[src/rtl/xor_arbiter.sv]
// rtl/xor_arbiter.sv - two-requester round-robin arbiter feeding one shared XOR datapath
//
// xor_gate    : combinational WIDTH-bit bitwise XOR, the shared datapath.
// xor_arbiter : top level.
//   clk                 rising-edge clock, sole clock domain
//   rst                 synchronous active-high reset
//   req0_valid/_a/_b    requester 0 operand pair and its valid
//   req1_valid/_a/_b    requester 1 operand pair and its valid
//   req0_ready          requester 0 pair accepted this cycle (valid & ready)
//   req1_ready          requester 1 pair accepted this cycle (valid & ready)
//   res_valid           result register holds an undelivered result
//   res_data            registered a XOR b of the accepted pair
//   res_id              requester index that owns res_data
//   res_ready           consumer takes the result when res_valid & res_ready
//   cnt0, cnt1          (only with XOR_ARB_COUNT_EN) saturating 8-bit accept
//                       counters per requester
// Optional feature macro: XOR_ARB_COUNT_EN.

module xor_gate #(
    parameter int WIDTH = 1
) (
    input  logic [WIDTH-1:0] a,
    input  logic [WIDTH-1:0] b,
    output logic [WIDTH-1:0] y
);

    assign y = a ^ b;

endmodule

module xor_arbiter #(
    parameter int WIDTH = 1
) (
    input  logic             clk,
    input  logic             rst,
    input  logic             req0_valid,
    input  logic [WIDTH-1:0] req0_a,
    input  logic [WIDTH-1:0] req0_b,
    input  logic             req1_valid,
    input  logic [WIDTH-1:0] req1_a,
    input  logic [WIDTH-1:0] req1_b,
    output logic             req0_ready,
    output logic             req1_ready,
    output logic             res_valid,
    output logic [WIDTH-1:0] res_data,
    output logic             res_id,
`ifdef XOR_ARB_COUNT_EN
    output logic [7:0]       cnt0,
    output logic [7:0]       cnt1,
`endif
    input  logic             res_ready
);

    typedef enum logic {
        IDLE = 1'b0,
        HOLD = 1'b1
    } state_t;

    state_t           state_q, state_d;
    logic             last_grant_q, last_grant_d;
    logic [WIDTH-1:0] res_data_q, res_data_d;
    logic             res_id_q, res_id_d;

    logic             grant;
    logic             grant_valid;
    logic             accept_ok;
    logic             accept;
    logic [WIDTH-1:0] op_a;
    logic [WIDTH-1:0] op_b;
    logic [WIDTH-1:0] xor_y;

    // Round-robin grant: a lone requester always wins; on a tie the one
    // that did not win last time is chosen.
    always_comb begin
        grant = 1'b0;
        if (req0_valid && req1_valid) begin
            grant = ~last_grant_q;
        end else if (req1_valid) begin
            grant = 1'b1;
        end
    end

    assign grant_valid = grant ? req1_valid : req0_valid;

    // The result register can take a new value when empty, or when its
    // current value is being drained in this same cycle.
    assign accept_ok = (state_q == IDLE) || res_ready;
    assign accept    = accept_ok && grant_valid && !rst;

    // Operand mux in front of the single shared XOR instance.
    assign op_a = grant ? req1_a : req0_a;
    assign op_b = grant ? req1_b : req0_b;

    xor_gate #(
        .WIDTH (WIDTH)
    ) u_xor_gate (
        .a (op_a),
        .b (op_b),
        .y (xor_y)
    );

    // State register and datapath registers.
    always_ff @(posedge clk) begin
        if (rst) begin
            state_q      <= IDLE;
            last_grant_q <= 1'b1;
            res_data_q   <= '0;
            res_id_q     <= 1'b0;
        end else begin
            state_q      <= state_d;
            last_grant_q <= last_grant_d;
            res_data_q   <= res_data_d;
            res_id_q     <= res_id_d;
        end
    end

    // Next-state logic.
    always_comb begin
        state_d = state_q;
        case (state_q)
            IDLE: begin
                if (accept) begin
                    state_d = HOLD;
                end
            end
            HOLD: begin
                if (accept) begin
                    state_d = HOLD;
                end else if (res_ready) begin
                    state_d = IDLE;
                end
            end
            default: state_d = IDLE;
        endcase
    end

    // Capture on accept; otherwise hold so the result stays stable while
    // the consumer stalls.
    always_comb begin
        last_grant_d = last_grant_q;
        res_data_d   = res_data_q;
        res_id_d     = res_id_q;
        if (accept) begin
            last_grant_d = grant;
            res_data_d   = xor_y;
            res_id_d     = grant;
        end
    end

    // Output logic. Ready is qualified by the requester's own valid so an
    // idle requester never sees ready, and is forced low during reset.
    always_comb begin
        req0_ready = accept_ok && !grant && req0_valid && !rst;
        req1_ready = accept_ok &&  grant && req1_valid && !rst;
        res_valid  = (state_q == HOLD);
        res_data   = res_data_q;
        res_id     = res_id_q;
    end

`ifdef XOR_ARB_COUNT_EN
    logic [7:0] cnt0_q, cnt0_d;
    logic [7:0] cnt1_q, cnt1_d;

    always_ff @(posedge clk) begin
        if (rst) begin
            cnt0_q <= 8'd0;
            cnt1_q <= 8'd0;
        end else begin
            cnt0_q <= cnt0_d;
            cnt1_q <= cnt1_d;
        end
    end

    // Saturating accept counters.
    always_comb begin
        cnt0_d = cnt0_q;
        cnt1_d = cnt1_q;
        if (accept && !grant && (cnt0_q != 8'hFF)) begin
            cnt0_d = cnt0_q + 8'd1;
        end
        if (accept && grant && (cnt1_q != 8'hFF)) begin
            cnt1_d = cnt1_q + 8'd1;
        end
    end

    assign cnt0 = cnt0_q;
    assign cnt1 = cnt1_q;
`endif

endmodule

[config.mk]
export PLATFORM = sky130hd
export DESIGN_NAME = xor_arbiter
export DESIGN_NICKNAME = d
export VERILOG_FILES = /design/src/rtl/xor_arbiter.sv
export SDC_FILE = /design/constraint.sdc
export NUM_CORES = 1
export LEC_CHECK = 0
export ABC_CLOCK_PERIOD_IN_PS = 1100
export CORE_AREA = 10 10 47 49
export DETAILED_ROUTE_END_ITERATION = 7
export DIE_AREA = 0 0 57 59
export PLACE_DENSITY = 0.41
export SLEW_MARGIN = 40
export SYNTH_ARGS = -nofsm -noshare
export SYNTH_HDL_FRONTEND = slang
export SYNTH_SLANG_ARGS = --single-unit
[constraint.sdc]
create_clock -name clk -period 1.1 [get_ports clk]
set_clock_uncertainty 0.15 [all_clocks]
set_input_delay 0.165 -clock clk [delete_from_list [all_inputs] [get_ports clk]]
set_output_delay 0.165 -clock clk [all_outputs]
set_load 0.02 [all_outputs]
# Word-level counts from Yosys, hierarchy flattened
# Cells that the tools add are included.
[word_totals] reg_bits=4 in_bits=9 out_inout_bits=5 elab_cells=28
[op_classes] n_mux=9 bitwise=3 reduce_logical=12
[op_table] cell="$logic_and A1 B1 Y1" n=9
[op_table] cell="$mux W1" n=8
[op_table] cell="$logic_not A1 Y1" n=2
[op_table] cell="$not A1 Y1" n=2
[op_table] cell="$pmux W1 S2" n=1
[op_table] cell="$logic_or A1 B1 Y1" n=1
[op_table] cell="$xor A1 B1 Y1" n=1

# Longest topological paths before layout
[logic_depth] depth_word=7 mapped_depth=3 ltp_nobuf=3

# Hierarchy
# From an unflattened synthesis, not the netlist that was laid out.
[hier_totals] hier_cells=24 hier_area_um2=225.2
[by_module_without_submodules] module="xor_arbiter" n_inst=1 cells_each=23 area_each_um2=216.5 seq_area_each_um2=80.1
[by_module_without_submodules] module="xor_gate" n_inst=1 cells_each=1 area_each_um2=8.8 seq_area_each_um2=0.0

# Worst setup path before layout
# OpenSTA, ideal clock, no wires.
[synth_timing] kind="register to output" startpoint="register state_q, in the netlist res_valid" endpoint="output port req0_ready" t_arrival_ps=1330 t_required_ps=785 slack_ps=-545 path_stages_with_launch=3 n_path_buf=0 cell_sequence="dfxtp_1 -> and2b_1 -> nor4b_1"
[synth_between] elab_chain_len=5
[synth_lines] item="start: declaration" line="59" text="state_t state_q, state_d;"
[synth_lines] item="start signal: assignment" line="110" text="state_q <= state_d;"
[synth_lines] item="$not A1 Y1"
[synth_lines] item="$logic_or A1 B1 Y1" line="87" text="assign accept_ok = (state_q == IDLE) || res_ready;"
[synth_lines] item="$logic_and A1 B1 Y1 (3 in series)" line="153" text="req0_ready = accept_ok && !grant && req0_valid && !rst;"
[synth_lines] item="end: declaration" line="42" text="output logic req0_ready,"
# No other way between the ends.

# Final worst setup path
[layout_timing] startpoint="register last_grant_q" endpoint="output port req0_ready"
[layout_between] elab_chain_len=6
[layout_lines] item="start: declaration" line="60" text="logic last_grant_q, last_grant_d;"
[layout_lines] item="start signal: assignment" line="111" text="last_grant_q <= last_grant_d;"
[layout_lines] item="$not A1 Y1" line="77" text="grant = ~last_grant_q;"
[layout_lines] item="$mux W1" line="76" text="if (req0_valid && req1_valid) begin"
[layout_lines] item="$logic_not A1 Y1" line="153"
[layout_lines] item="$logic_and A1 B1 Y1 (3 in series)" line="153"
# No other way between the ends.

==> flow_summary.yaml <==
yosys:
  synth-seq-area-share_pct: 35.56
  ys_top_cells_by_count: "4 x dfxtp_1, 3 x a21oi_1, 2 x o21ai_0, 2 x xor2_1"
  yosysWarnings: 0
  avgSynthCellArea_sq_um: 9.792
  yosys-top-cells-area: "dfxtp_1 36%, a21boi_4 8.3%, xor2_1 7.8%, o41ai_2 7.2%, a21oi_1 6.7%"
  syn_area_sq_um: 225.2
  ys_types: 16
  synth_most_common_cell: "dfxtp_1"
  synth-main-ff-cell: "dfxtp_1"
  synth_edf_count: 0
  syn_nets: 32
  ys_ff_latch: 4
  syn_inst: 23
  synthArstFlopShare_pct: 0
  synth_top_area_share_pct: 35.56
  synth_area_leader_cell: "dfxtp_1"
place:
  place_congestion: 0.6512
  numPortBuffers: 13
  dp_slack_ps: -994.0
  placed_area_sq_um: 464.2
  dpl.hpwl_microns: 647.6
  placed_cells: 60
power:
  pwr-share-clk_pct: 34.8
  seqPwrFrac_pct: 30.3
  powerDensity_nw_per_um2: 1011
  internal_power_uw: 395.7
  irDropWorstVdd_mv: 0.4542
  p_sw_uw: 156.0
  total_power_uw: 551.7
  p_leak_nw: 0.2528
  swShare_pct: 28.27
  combPwrFrac_pct: 34.9
critical_path:
  cpPeakStageDelay_ps: 340
  cp-endpoint: "req0_ready"
  r2r-start: "last_grant_q"
  path_cells: "a21boi_4, buf_6, nor4b_4, buf_4"
  r2r_setup_slack_ps: -350
  crit_slowest_cell: "dfxtp_2"
  startpoint_type: "register"
  worstSetupPathType: "reg2out"
  cp-end-kind: "output pin"
  arrival_ps: 1190
  required_ps: 780
  worstPathMaxFanout: 2
  r2r_end: "res_data"
  rr_worst_depth: 7
  startpoint: "last_grant_q"
status:
  violations: "setup timing"
  status: "complete, but fails checks"
detailed_routing:
  drt_pass1_iterations: 2
  vias: 275
  routed_via_density: 4.104
  initialDrtViolationCount: 5
  wire_per_inst_microns: 12.58
  ant_nets: 0
  drt-total-wl_microns: 843
  post-route-drc-count: 0
floorplan:
  die_area_sq_um: 3363
  fp.coreArea_sq_um: 1401
  start_util_pct: 16.07
  die_h_microns: 59
  io_pins: 14
  fp-row-count: 14
  die_w_microns: 57
grt:
  antenna_found_initial: 0
  overflow: 0
  grt_pass1_vias: 301
  grt_usage_pct: 5.436
  grt_start_max_net_pins: 6
  grt_pass1_wl_microns: 1359
final_layout:
  fin_cells: 67
  final_util_pct: 38.93
  drive_above_1_share_pct: 60.78
  num_antenna_cells: 0
  fill_cells: 157
  nNetsFinal: 62
  postLayoutCellArea_sq_um: 545.5
  area_growth_syn_to_layout_pct: 142.2
timing:
  setup_tns_ps: -1182
  layout_min_cycle_time_ps: 1506
  max_slew.worst_pin.slew_ps: 226.0
  slew_headroom_pct: 84.77
  setup_slack_ps: -406.5
  max_freq_mhz: 663.8
  finalMaxSlewViolations: 0
  hold_ws_ps: 300.6
  finalSetupViolCount: 4
  min_period_over_period_pct: 137.0
  rsz0062_at_grt: "yes"
  hold_viol: 0
clock_network:
  htreeDepth: 1
  path_clk_slew_ps: 40
  clock_latency_ps: 240
  cts_buffers: 3
  clock-sinks: 4
  ctsHoldBuffers: 0
  clockBufferDepth: 2
  cts_tree: "built"
  cts_root_buffer: "clkbuf_4"
run:
  max_cap_violations: 0
min_path:
  holdCritPathClass: "in2reg"
  min_delay_path_depth: 3
## critical path, delay by kind of cell (launching register included)
family,cells,cell delay [ps]
DFF,1,340
buffers and inverters,2,300
and+or+nand+nor,1,240
AOI/OAI and AO/OA,1,60
## what timing repair did
action,4_1_cts,5_1_grt
endpoints found under the setup margin,9,7
pin swaps,4,4
buffers inserted,3,2
endpoints found under the hold margin,0,0
resized for setup,38,5
## area by class of cell
class	count	area [sq um]	share of cell area, %
Clock buffer	3	22.52	4.128
Multi-Input combinational cell	18	186.4	34.17
Timing Repair Buffer	25	230.2	42.20
Sequential cell	4	82.58	15.14
Inverter	1	3.754	0.6881
Tap cell	16	20.02	3.670
## registers in the layout, summed over array words and instances (netlist names)
signal and count:
res_valid 1, res_id 1, last_grant_q 1, res_data 1
## cell usage in the layout (no fill, tap or decap)
| cell | synthesis | layout |
|---|---|---|
| o21ai_2 | 0 | 1 |
| nor2b_1 | 1 | 1 |
| buf_4 | 0 | 8 |
| nand2_1 | 1 | 1 |
| a21boi_4 | 1 | 1 |
| nand2b_4 | 0 | 1 |
| dfxtp_2 | 0 | 2 |
| xor2_1 | 2 | 2 |
| buf_6 | 0 | 8 |
| buf_2 | 0 | 1 |
| a311o_1 | 1 | 1 |
| a21oi_1 | 3 | 3 |
| nor4b_4 | 0 | 1 |
| nor2_2 | 0 | 1 |
| clkbuf_4 | 0 | 3 |
| o41ai_2 | 1 | 1 |
| nor3b_4 | 0 | 1 |
| dlygate4sd2_1 | 0 | 4 |
| o21ai_0 | 2 | 1 |
| and2b_2 | 0 | 1 |
| dfxtp_1 | 4 | 2 |
| inv_1 | 1 | 1 |
| mux2i_2 | 0 | 1 |
| clkdlybuf4s50_1 | 0 | 4 |
## power groups by stage
| stage | combinational (mW) | clock, mW | sequential, mW |
|---|---|---|---|
| after floorplan | 0.0583 | 0 | 0.179 |
| after global placement | 0.163 | 0 | 0.168 |
| after detailed placement | 0.166 | 0 | 0.167 |
| after CTS | 0.186 | 0.192 | 0.167 |
| after global routing | 0.205 | 0.224 | 0.168 |
| final | 0.192 | 0.192 | 0.167 |
## worst min path at each step
stage	slack [ps]	endpoint	startpoint
after detailed placement	320	res_id	res_id
after floorplan	80	res_valid	rst
after global placement	320	res_id	res_id
final	300	last_grant_q	res_ready
after global routing	310	last_grant_q	req1_valid
after CTS	300	last_grant_q	req1_valid
## logic make-up (layout without fill, tap and decap cells)
family	Yosys count	count (layout)	synth area share, %
AND/OR/NAND/NOR	7	7	19.45
flip-flops	4	4	35.56
buffers and inverters	1	29	1.665
multiplexers	1	1	4.445
AO/OA/AOI/OAI	8	8	31.11
XOR/XNOR	2	2	7.779
## layer usage
metal	GRT usage (%)	wire length [microns]	vias up
li1	-	-	143
met1	5.083	363	120
met2	8.062	407	10
met3	4.077	58	2
met4	4.027	13	0
met5	0	0	-
No activity file was read; power rests on OpenSTA's default activity.
